## config.mk

```make
export PLATFORM = sky130hd
export DESIGN_NAME = ram_arbiter
export DESIGN_NICKNAME = d
export VERILOG_FILES = /design/src/rtl/ram_arb_pkg.sv /design/src/rtl/ram_arb_rr2.sv /design/src/rtl/ram_arbiter.sv
export SDC_FILE = /design/constraint.sdc
export NUM_CORES = 1
export LEC_CHECK = 0
export CAP_MARGIN = 30
export CORE_ASPECT_RATIO = 0.75
export CORE_MARGIN = 1
export CORE_UTILIZATION = 25
export DETAILED_ROUTE_END_ITERATION = 6
export SLEW_MARGIN = 10
export SYNTH_ARGS = -nofsm -noshare
export SYNTH_HDL_FRONTEND = slang
export SYNTH_SLANG_ARGS = --single-unit
```

## constraint.sdc

```tcl
create_clock -name iARB_CLK -period 3.1 [get_ports iARB_CLK]
set_input_delay 0.93 -clock iARB_CLK [delete_from_list [all_inputs] [get_ports iARB_CLK]]
set_output_delay 0.93 -clock iARB_CLK [all_outputs]
set_load 0.1 [all_outputs]
```

## src/rtl/ram_arb_pkg.sv

```systemverilog
// ----------------------------------------------------------------------------
// ram_arb_pkg
//   Shared definitions for the two-master RAM arbiter:
//     - state_e      : arbiter FSM states (IDLE, ACCESS, RESP)
//     - M0 / M1      : master ids (M0 = instruction fetch, M1 = load/store)
//     - DEPTH_DEF / IDX_W_DEF : default RAM geometry
//     - word_index() : byte address -> zero-extended RAM word index
//     - addr_is_bad(): misaligned / out-of-range detection, only present when
//                      RAM_ARB_ERR_EN is defined
// ----------------------------------------------------------------------------
package ram_arb_pkg;

    typedef enum logic [1:0] {
        IDLE   = 2'd0,
        ACCESS = 2'd1,
        RESP   = 2'd2
    } state_e;

    localparam logic M0 = 1'b0;
    localparam logic M1 = 1'b1;

    localparam int IDX_W_DEF = 8;
    localparam int DEPTH_DEF = 1 << IDX_W_DEF;

    // Drops the byte offset and keeps idx_w index bits, so the result wraps
    // modulo the RAM depth.
    function automatic logic [31:0] word_index(input logic [31:0] byte_addr,
                                               input int unsigned idx_w);
        return (byte_addr >> 2) & ((32'd1 << idx_w) - 32'd1);
    endfunction

`ifdef RAM_ARB_ERR_EN
    // Misaligned, or any address bit above the word index set.
    function automatic logic addr_is_bad(input logic [31:0] byte_addr,
                                         input int unsigned idx_w);
        return (byte_addr[1:0] != 2'b00) || ((byte_addr >> (idx_w + 2)) != 32'd0);
    endfunction
`endif

endpackage

```

## src/rtl/ram_arb_rr2.sv

```systemverilog
// ----------------------------------------------------------------------------
// ram_arb_rr2
//   Combinational 2-way round-robin pick. The last-served pointer register
//   lives in the parent; this block only decides.
//   Ports:
//     req0_i, req1_i : requests from M0 / M1
//     last_i         : id of the master served most recently
//     gnt_o[1:0]     : one-hot pick (bit0 = M0, bit1 = M1), 0 when no request
// ----------------------------------------------------------------------------
module ram_arb_rr2
    import ram_arb_pkg::*;
(
    input  logic       req0_i,
    input  logic       req1_i,
    input  logic       last_i,
    output logic [1:0] gnt_o
);

    always_comb begin
        // NOTE: every combinational output gets a default first, so no path
        // through the block leaves it unassigned and no latch is inferred.
        gnt_o = 2'b00;
        if (req0_i && req1_i) begin
            // Tie: the master that was not served last wins.
            gnt_o = (last_i == M1) ? 2'b01 : 2'b10;
        end else begin
            gnt_o = {req1_i, req0_i};
        end
    end

endmodule

```

## src/rtl/ram_arbiter.sv

```systemverilog
// ----------------------------------------------------------------------------
// ram_arbiter
//   Shares one single-port SoC data RAM between M0 (instruction fetch) and
//   M1 (load/store). One access at a time: IDLE -> ACCESS (one cycle, RAM
//   strobed) -> RESP (held until the owner's RREADY).
//
//   Configuration macro: RAM_ARB_ERR_EN
//     defined   : misaligned or out-of-range addresses get an ERR response
//                 and never touch the RAM.
//     undefined : oMx_ERR tied low, address wraps modulo DEPTH.
//
//   Ports:
//     iARB_CLK, iARB_RSTN           clock, async active-low reset
//     iMx_REQ/WE/WSTRB/ADDR/WDATA   request channel of master x
//     oMx_GNT                       request accepted this cycle (IDLE only)
//     oMx_RVALID/RDATA/ERR, iMx_RREADY  response channel of master x
//     oRAM_CE/RD/WR/WSTRB/RADDR/WADDR/WDATA, iRAM_RDATA  RAM macro side
//     oARB_BUSY                     high whenever not IDLE
// ----------------------------------------------------------------------------
module ram_arbiter
    import ram_arb_pkg::*;
#(
    parameter int DATA_W = 32,
    parameter int DEPTH  = DEPTH_DEF,
    parameter int IDX_W  = $clog2(DEPTH)
) (
    input  logic                iARB_CLK,
    input  logic                iARB_RSTN,

    input  logic                iM0_REQ,
    input  logic                iM0_WE,
    input  logic [DATA_W/8-1:0] iM0_WSTRB,
    input  logic [31:0]         iM0_ADDR,
    input  logic [DATA_W-1:0]   iM0_WDATA,
    output logic                oM0_GNT,
    output logic                oM0_RVALID,
    input  logic                iM0_RREADY,
    output logic [DATA_W-1:0]   oM0_RDATA,
    output logic                oM0_ERR,

    input  logic                iM1_REQ,
    input  logic                iM1_WE,
    input  logic [DATA_W/8-1:0] iM1_WSTRB,
    input  logic [31:0]         iM1_ADDR,
    input  logic [DATA_W-1:0]   iM1_WDATA,
    output logic                oM1_GNT,
    output logic                oM1_RVALID,
    input  logic                iM1_RREADY,
    output logic [DATA_W-1:0]   oM1_RDATA,
    output logic                oM1_ERR,

    output logic                oRAM_CE,
    output logic                oRAM_RD,
    output logic                oRAM_WR,
    output logic [DATA_W/8-1:0] oRAM_WSTRB,
    output logic [31:0]         oRAM_RADDR,
    output logic [31:0]         oRAM_WADDR,
    output logic [DATA_W-1:0]   oRAM_WDATA,
    input  logic [DATA_W-1:0]   iRAM_RDATA,

    output logic                oARB_BUSY
);

    // ------------------------------------------------------------------
    // State and captured transfer
    // ------------------------------------------------------------------
    state_e                state_q;
    logic                  owner_q;   // master that owns the current access
    logic                  last_q;    // last-served pointer for round robin
    logic                  we_q;
    logic                  bad_q;     // captured error flag (0 without ERR_EN)
    logic [DATA_W/8-1:0]   wstrb_q;
    logic [31:0]           idx_q;     // zero-extended word index
    logic [DATA_W-1:0]     wdata_q;
    logic [DATA_W-1:0]     rdata_q;   // response data held through RESP

    // ------------------------------------------------------------------
    // Arbitration
    // ------------------------------------------------------------------
    logic [1:0]            pick;
    logic [1:0]            gnt;
    logic                  sel;       // 1 selects M1's request fields
    logic                  sel_we;
    logic [DATA_W/8-1:0]   sel_wstrb;
    logic [31:0]           sel_addr;
    logic [DATA_W-1:0]     sel_wdata;
    logic                  sel_bad;
    logic                  owner_rready;
    logic                  in_resp;
    logic                  ram_en;

    ram_arb_rr2 u_rr2 (
        .req0_i (iM0_REQ),
        .req1_i (iM1_REQ),
        .last_i (last_q),
        .gnt_o  (pick)
    );

    // Grants only exist in IDLE; gating with the reset keeps GNT low while
    // reset is held even though the state already reads IDLE.
    assign gnt = (state_q == IDLE && iARB_RSTN) ? pick : 2'b00;

    assign sel       = gnt[1];
    assign sel_we    = sel ? iM1_WE    : iM0_WE;
    assign sel_wstrb = sel ? iM1_WSTRB : iM0_WSTRB;
    assign sel_addr  = sel ? iM1_ADDR  : iM0_ADDR;
    assign sel_wdata = sel ? iM1_WDATA : iM0_WDATA;

`ifdef RAM_ARB_ERR_EN
    assign sel_bad = addr_is_bad(sel_addr, IDX_W);
`else
    assign sel_bad = 1'b0;
`endif

    assign owner_rready = (owner_q == M1) ? iM1_RREADY : iM0_RREADY;

    // ------------------------------------------------------------------
    // FSM
    // ------------------------------------------------------------------
    always_ff @(posedge iARB_CLK or negedge iARB_RSTN) begin
        // NOTE: sequential state uses non-blocking assignments only, so every
        // register samples the pre-edge values regardless of statement order.
        if (!iARB_RSTN) begin
            state_q <= IDLE;
            owner_q <= M0;
            last_q  <= M1;           // M0 wins the first tie after reset
            we_q    <= 1'b0;
            bad_q   <= 1'b0;
            wstrb_q <= '0;
            idx_q   <= '0;
            wdata_q <= '0;
            rdata_q <= '0;
        end else begin
            case (state_q)
                IDLE: begin
                    if (gnt != 2'b00) begin
                        owner_q <= sel;
                        last_q  <= sel;
                        we_q    <= sel_we;
                        bad_q   <= sel_bad;
                        wstrb_q <= sel_wstrb;
                        idx_q   <= word_index(sel_addr, IDX_W);
                        wdata_q <= sel_wdata;
                        state_q <= ACCESS;
                    end
                end
                ACCESS: begin
                    // Writes and error responses return zero data.
                    rdata_q <= (we_q || bad_q) ? '0 : iRAM_RDATA;
                    state_q <= RESP;
                end
                RESP: begin
                    if (owner_rready) begin
                        state_q <= IDLE;
                    end
                end
                default: state_q <= IDLE;
            endcase
        end
    end

    // ------------------------------------------------------------------
    // Master-side outputs
    // ------------------------------------------------------------------
    assign in_resp    = (state_q == RESP);

    assign oM0_GNT    = gnt[0];
    assign oM1_GNT    = gnt[1];
    assign oM0_RVALID = in_resp && (owner_q == M0);
    assign oM1_RVALID = in_resp && (owner_q == M1);
    assign oM0_RDATA  = oM0_RVALID ? rdata_q : '0;
    assign oM1_RDATA  = oM1_RVALID ? rdata_q : '0;

`ifdef RAM_ARB_ERR_EN
    assign oM0_ERR    = oM0_RVALID && bad_q;
    assign oM1_ERR    = oM1_RVALID && bad_q;
`else
    assign oM0_ERR    = 1'b0;
    assign oM1_ERR    = 1'b0;
`endif

    // ------------------------------------------------------------------
    // RAM-side outputs: everything is zero outside a clean ACCESS cycle
    // ------------------------------------------------------------------
    assign ram_en     = (state_q == ACCESS) && !bad_q;

    assign oRAM_CE    = ram_en;
    assign oRAM_RD    = ram_en && !we_q;
    assign oRAM_WR    = ram_en && we_q;
    assign oRAM_RADDR = oRAM_RD ? idx_q   : '0;
    assign oRAM_WADDR = oRAM_WR ? idx_q   : '0;
    assign oRAM_WSTRB = oRAM_WR ? wstrb_q : '0;
    assign oRAM_WDATA = oRAM_WR ? wdata_q : '0;

    assign oARB_BUSY  = (state_q != IDLE);

endmodule

```

==> out/metrics.yaml <==
yosys:
  yosys.area_share.simple_pct: 21.5
  syn_area_per_cell_um2: 8.98
  yosysTopAreaCell: "dfrtp_1"
  synth.area.top_cells: "dfrtp_1 41%, and2_1 9.4%, buf_4 8.0%, a31oi_1 5.8%, a22o_1 5.8%"
  synth_top_area_share_pct: 41.3
  synth_area_um2: 4850
  ys_seq_area_share_pct: 41.8
  synth_cell_types: 31
  synth_compound_area_share_pct: 21.7
  yosys.area_share.xor_xnor_pct: 0
  synth_warnings: 0
  syn_inst: 540
  ys_ff_latch: 81
  synth_mux_area_share_pct: 0.232
  synth_top_family_by_area: "compound AO/OA/AOI/OAI gates"
  synth_fa_ha_area_share_pct: 0
power:
  p_comb_share_pct: 60.9
  p_leak_nw: 3.80
  pwr-share-clk_pct: 15.4
  sw_frac_of_total_pct: 50.3
  p_sw_mw: 3.87
  internal_power_mw: 3.82
  ir_drop_v: 0.000380
  p_seq_share_pct: 23.7
  finalPower_mw: 7.69
  power.density_nw_per_um2: 861
cts:
  root_buffer: "clkbuf_16"
  clock_latency_ns: 0.34
  clk_pin_slew_worst_paths_ns: 0.06
  cts_htree_levels: 3
  cts_resized: 0
  cts_buffers: 9
  cts_buffer_depth: 2
  cts_sinks: 81
  ctsHoldBuffers: 0
  post-cts-setup-buffers: 0
  cts_tree: "built"
timing:
  hold_viol_final: 0
  min_period_over_period_pct: 96.8
  hold_ws_ns: 0.513
  maxSlewViolCount: 0
  max_freq_ghz: 0.333
  worst_pin_slew_ns: 0.562
  relSlewSlack_pct: 62.5
  rsz0062_at_grt: "false"
  skew_ns: 0.00978
  fin_ws_ns: 0.0984
  period_minus_slack_ns: 3.00
  finalSetupViolCount: 0
  tns_ns: 0
drt:
  drtAntennaViolNets: 0
  first_iter_violations: 246
  avgRoutedWirePerCell_um: 17.4
  wl_mm: 17.7
  first_pass_iters: 4
  via_per_inst: 4.65
  vias: 4721
  drc_errors: 0
global_route:
  track_usage_pct: 17.8
  grt_max_degree: 92
  grt_use_met3_pct: 6.42
  grt_util_met2_pct: 27.7
  busiest_layer: "met2"
  grt_pass1_vias: 4650
  antenna_found_initial: 0
  grt_pass1_wl_mm: 27.2
  grt_overflow: 0
  grtUsageMet1_pct: 23.3
min_path:
  hold_path.class: "reg -> reg"
floorplanning:
  dieArea_um2: 20000
  start_util_pct: 25.9
  io_pins: 350
  core_um2: 18700
  die_width_um: 163
  die_h_um: 123
  fp-row-count: 43
flow_run:
  drv_cap: 0
finish:
  fillers: 1721
  syn_to_final_growth_pct: 84.1
  final_common_cell: "clkdlybuf4s50_1"
  mostFrequentLayoutCells: "126 x clkdlybuf4s50_1, 125 x buf_12, 80 x dfrtp_1"
  finalNonFillerCells: 1016
  seqCellArea_um2: 2030
  final_cell_area_um2: 8930
  nets: 940
  final_util_pct: 47.7
  drive_above_1_share_pct: 22.6
  diodes: 0
  multiInputGateArea_um2: 2320
placed_design:
  portBuffers: 251
  dp_hpwl_mm: 12.3
  placed_cells: 1000
  place_area_um2: 8600
  place_congestion: 0.757
  post-place-ws_ns: 0.0802
critical_path:
  cp.required_ns: 2.17
  cp-end-kind: "primary output"
  crit_path_start_kind: "input pin"
  worst_path_largest_cell_delay_ns: 0.47
  cp_slowest_cell: "clkdlybuf4s50_1"
  arrival_ns: 2.07
  worstPathCellList: "clkdlybuf4s50_1, a21bo_2, nor2_2, buf_12"
  critical_path_class: "in -> out"
  crit_fanout: 3
run_status:
  outcome: "finished clean"
[final timing paths]
kind | to | slack [ns] | startpoint | cells after the start
worst max-delay path | oM1_GNT | 0.1 | iM1_REQ | 4
worst min-delay path | rdata_q[12] | 0.51 | rdata_q[12] | 1
worst max register to register | wdata_q[13] | 1.10 | state_q[0] | 4
worst min register to register | rdata_q[12] | 0.51 | rdata_q[12] | 1
max in group asynchronous | wdata_q[1] | 1.88 | iARB_RSTN | 3
min in group asynchronous | idx_q[3] | 0.54 | iARB_RSTN | 2
[synthesized netlist by cell type]
| cell type | instances |
|---|---|
| and2_4 | 1 |
| a31oi_1 | 45 |
| a21boi_2 | 1 |
| conb_1 | 1 |
| or2_2 | 1 |
| o21ai_0 | 6 |
| and3_1 | 44 |
| or3b_1 | 1 |
| or2_1 | 1 |
| buf_6 | 10 |
| dfrtp_1 | 80 |
| nor2_1 | 3 |
| dfstp_2 | 1 |
| nand3_1 | 46 |
| nor3b_2 | 1 |
| a21o_1 | 2 |
| a21oi_1 | 45 |
| clkbuf_1 | 23 |
| buf_2 | 20 |
| buf_4 | 52 |
| nor2_2 | 1 |
| dlygate4sd1_1 | 1 |
| buf_1 | 1 |
| inv_2 | 1 |
| o21ai_1 | 40 |
| mux2_2 | 1 |
| inv_1 | 2 |
| a21bo_2 | 1 |
| a22o_1 | 32 |
| and2_1 | 73 |
| nand2b_1 | 3 |
[worst max-delay path, delay by kind of cell]
| family | cells | cell delay [ns] |
|---|---|---|
| AO/OA/AOI/OAI | 1 | 0.24 |
| buffers and inverters | 2 | 0.68 |
| AND/OR/NAND/NOR | 1 | 0.22 |
[layout make-up]
| cell class | instances | area share (%) |
|---|---|---|
| Clock inverter | 6 | 1.02 |
| Inverter | 3 | 0.126 |
| Timing Repair Buffer | 271 | 44.1 |
| Multi-Input combinational cell | 398 | 25.9 |
| Sequential cell | 81 | 22.7 |
| Clock buffer | 10 | 2.68 |
| Tap cell | 247 | 3.46 |
[state kept, by name, summed over array words and instances, names as in the netlist]
signal and flops:
last_q 1, we_q 1, state_q 2, owner_q 1, wstrb_q 4, rdata_q 32
wdata_q 32, idx_q 8
[power by group through the flow]
stage | sequential, mW | clock (mW) | combinational, mW
2_1_floorplan | 1.71 | 0 | 3.20
3_3_place_gp | 1.82 | 0 | 4.69
3_5_place_dp | 1.83 | 0 | 4.71
4_1_cts | 1.81 | 1.23 | 4.73
5_1_grt | 1.87 | 1.26 | 4.90
6_report | 1.82 | 1.19 | 4.68
[cell families (layout without fill, tap and decap cells)]
group	after synthesis	count (layout)
flip-flops	81	81
other	1	50
AO/OA/AOI/OAI	172	172
multiplexers	1	1
buffers and inverters	110	290
AND/OR/NAND/NOR	175	175
[routing by layer]
metal,vias to the layer above,part of all wire [%]
li1,2271,-
met1,2223,44
met2,214,46
met3,13,9.6
met4,0,0.91
met5,-,0
Power figures use the tool's default switching activity.
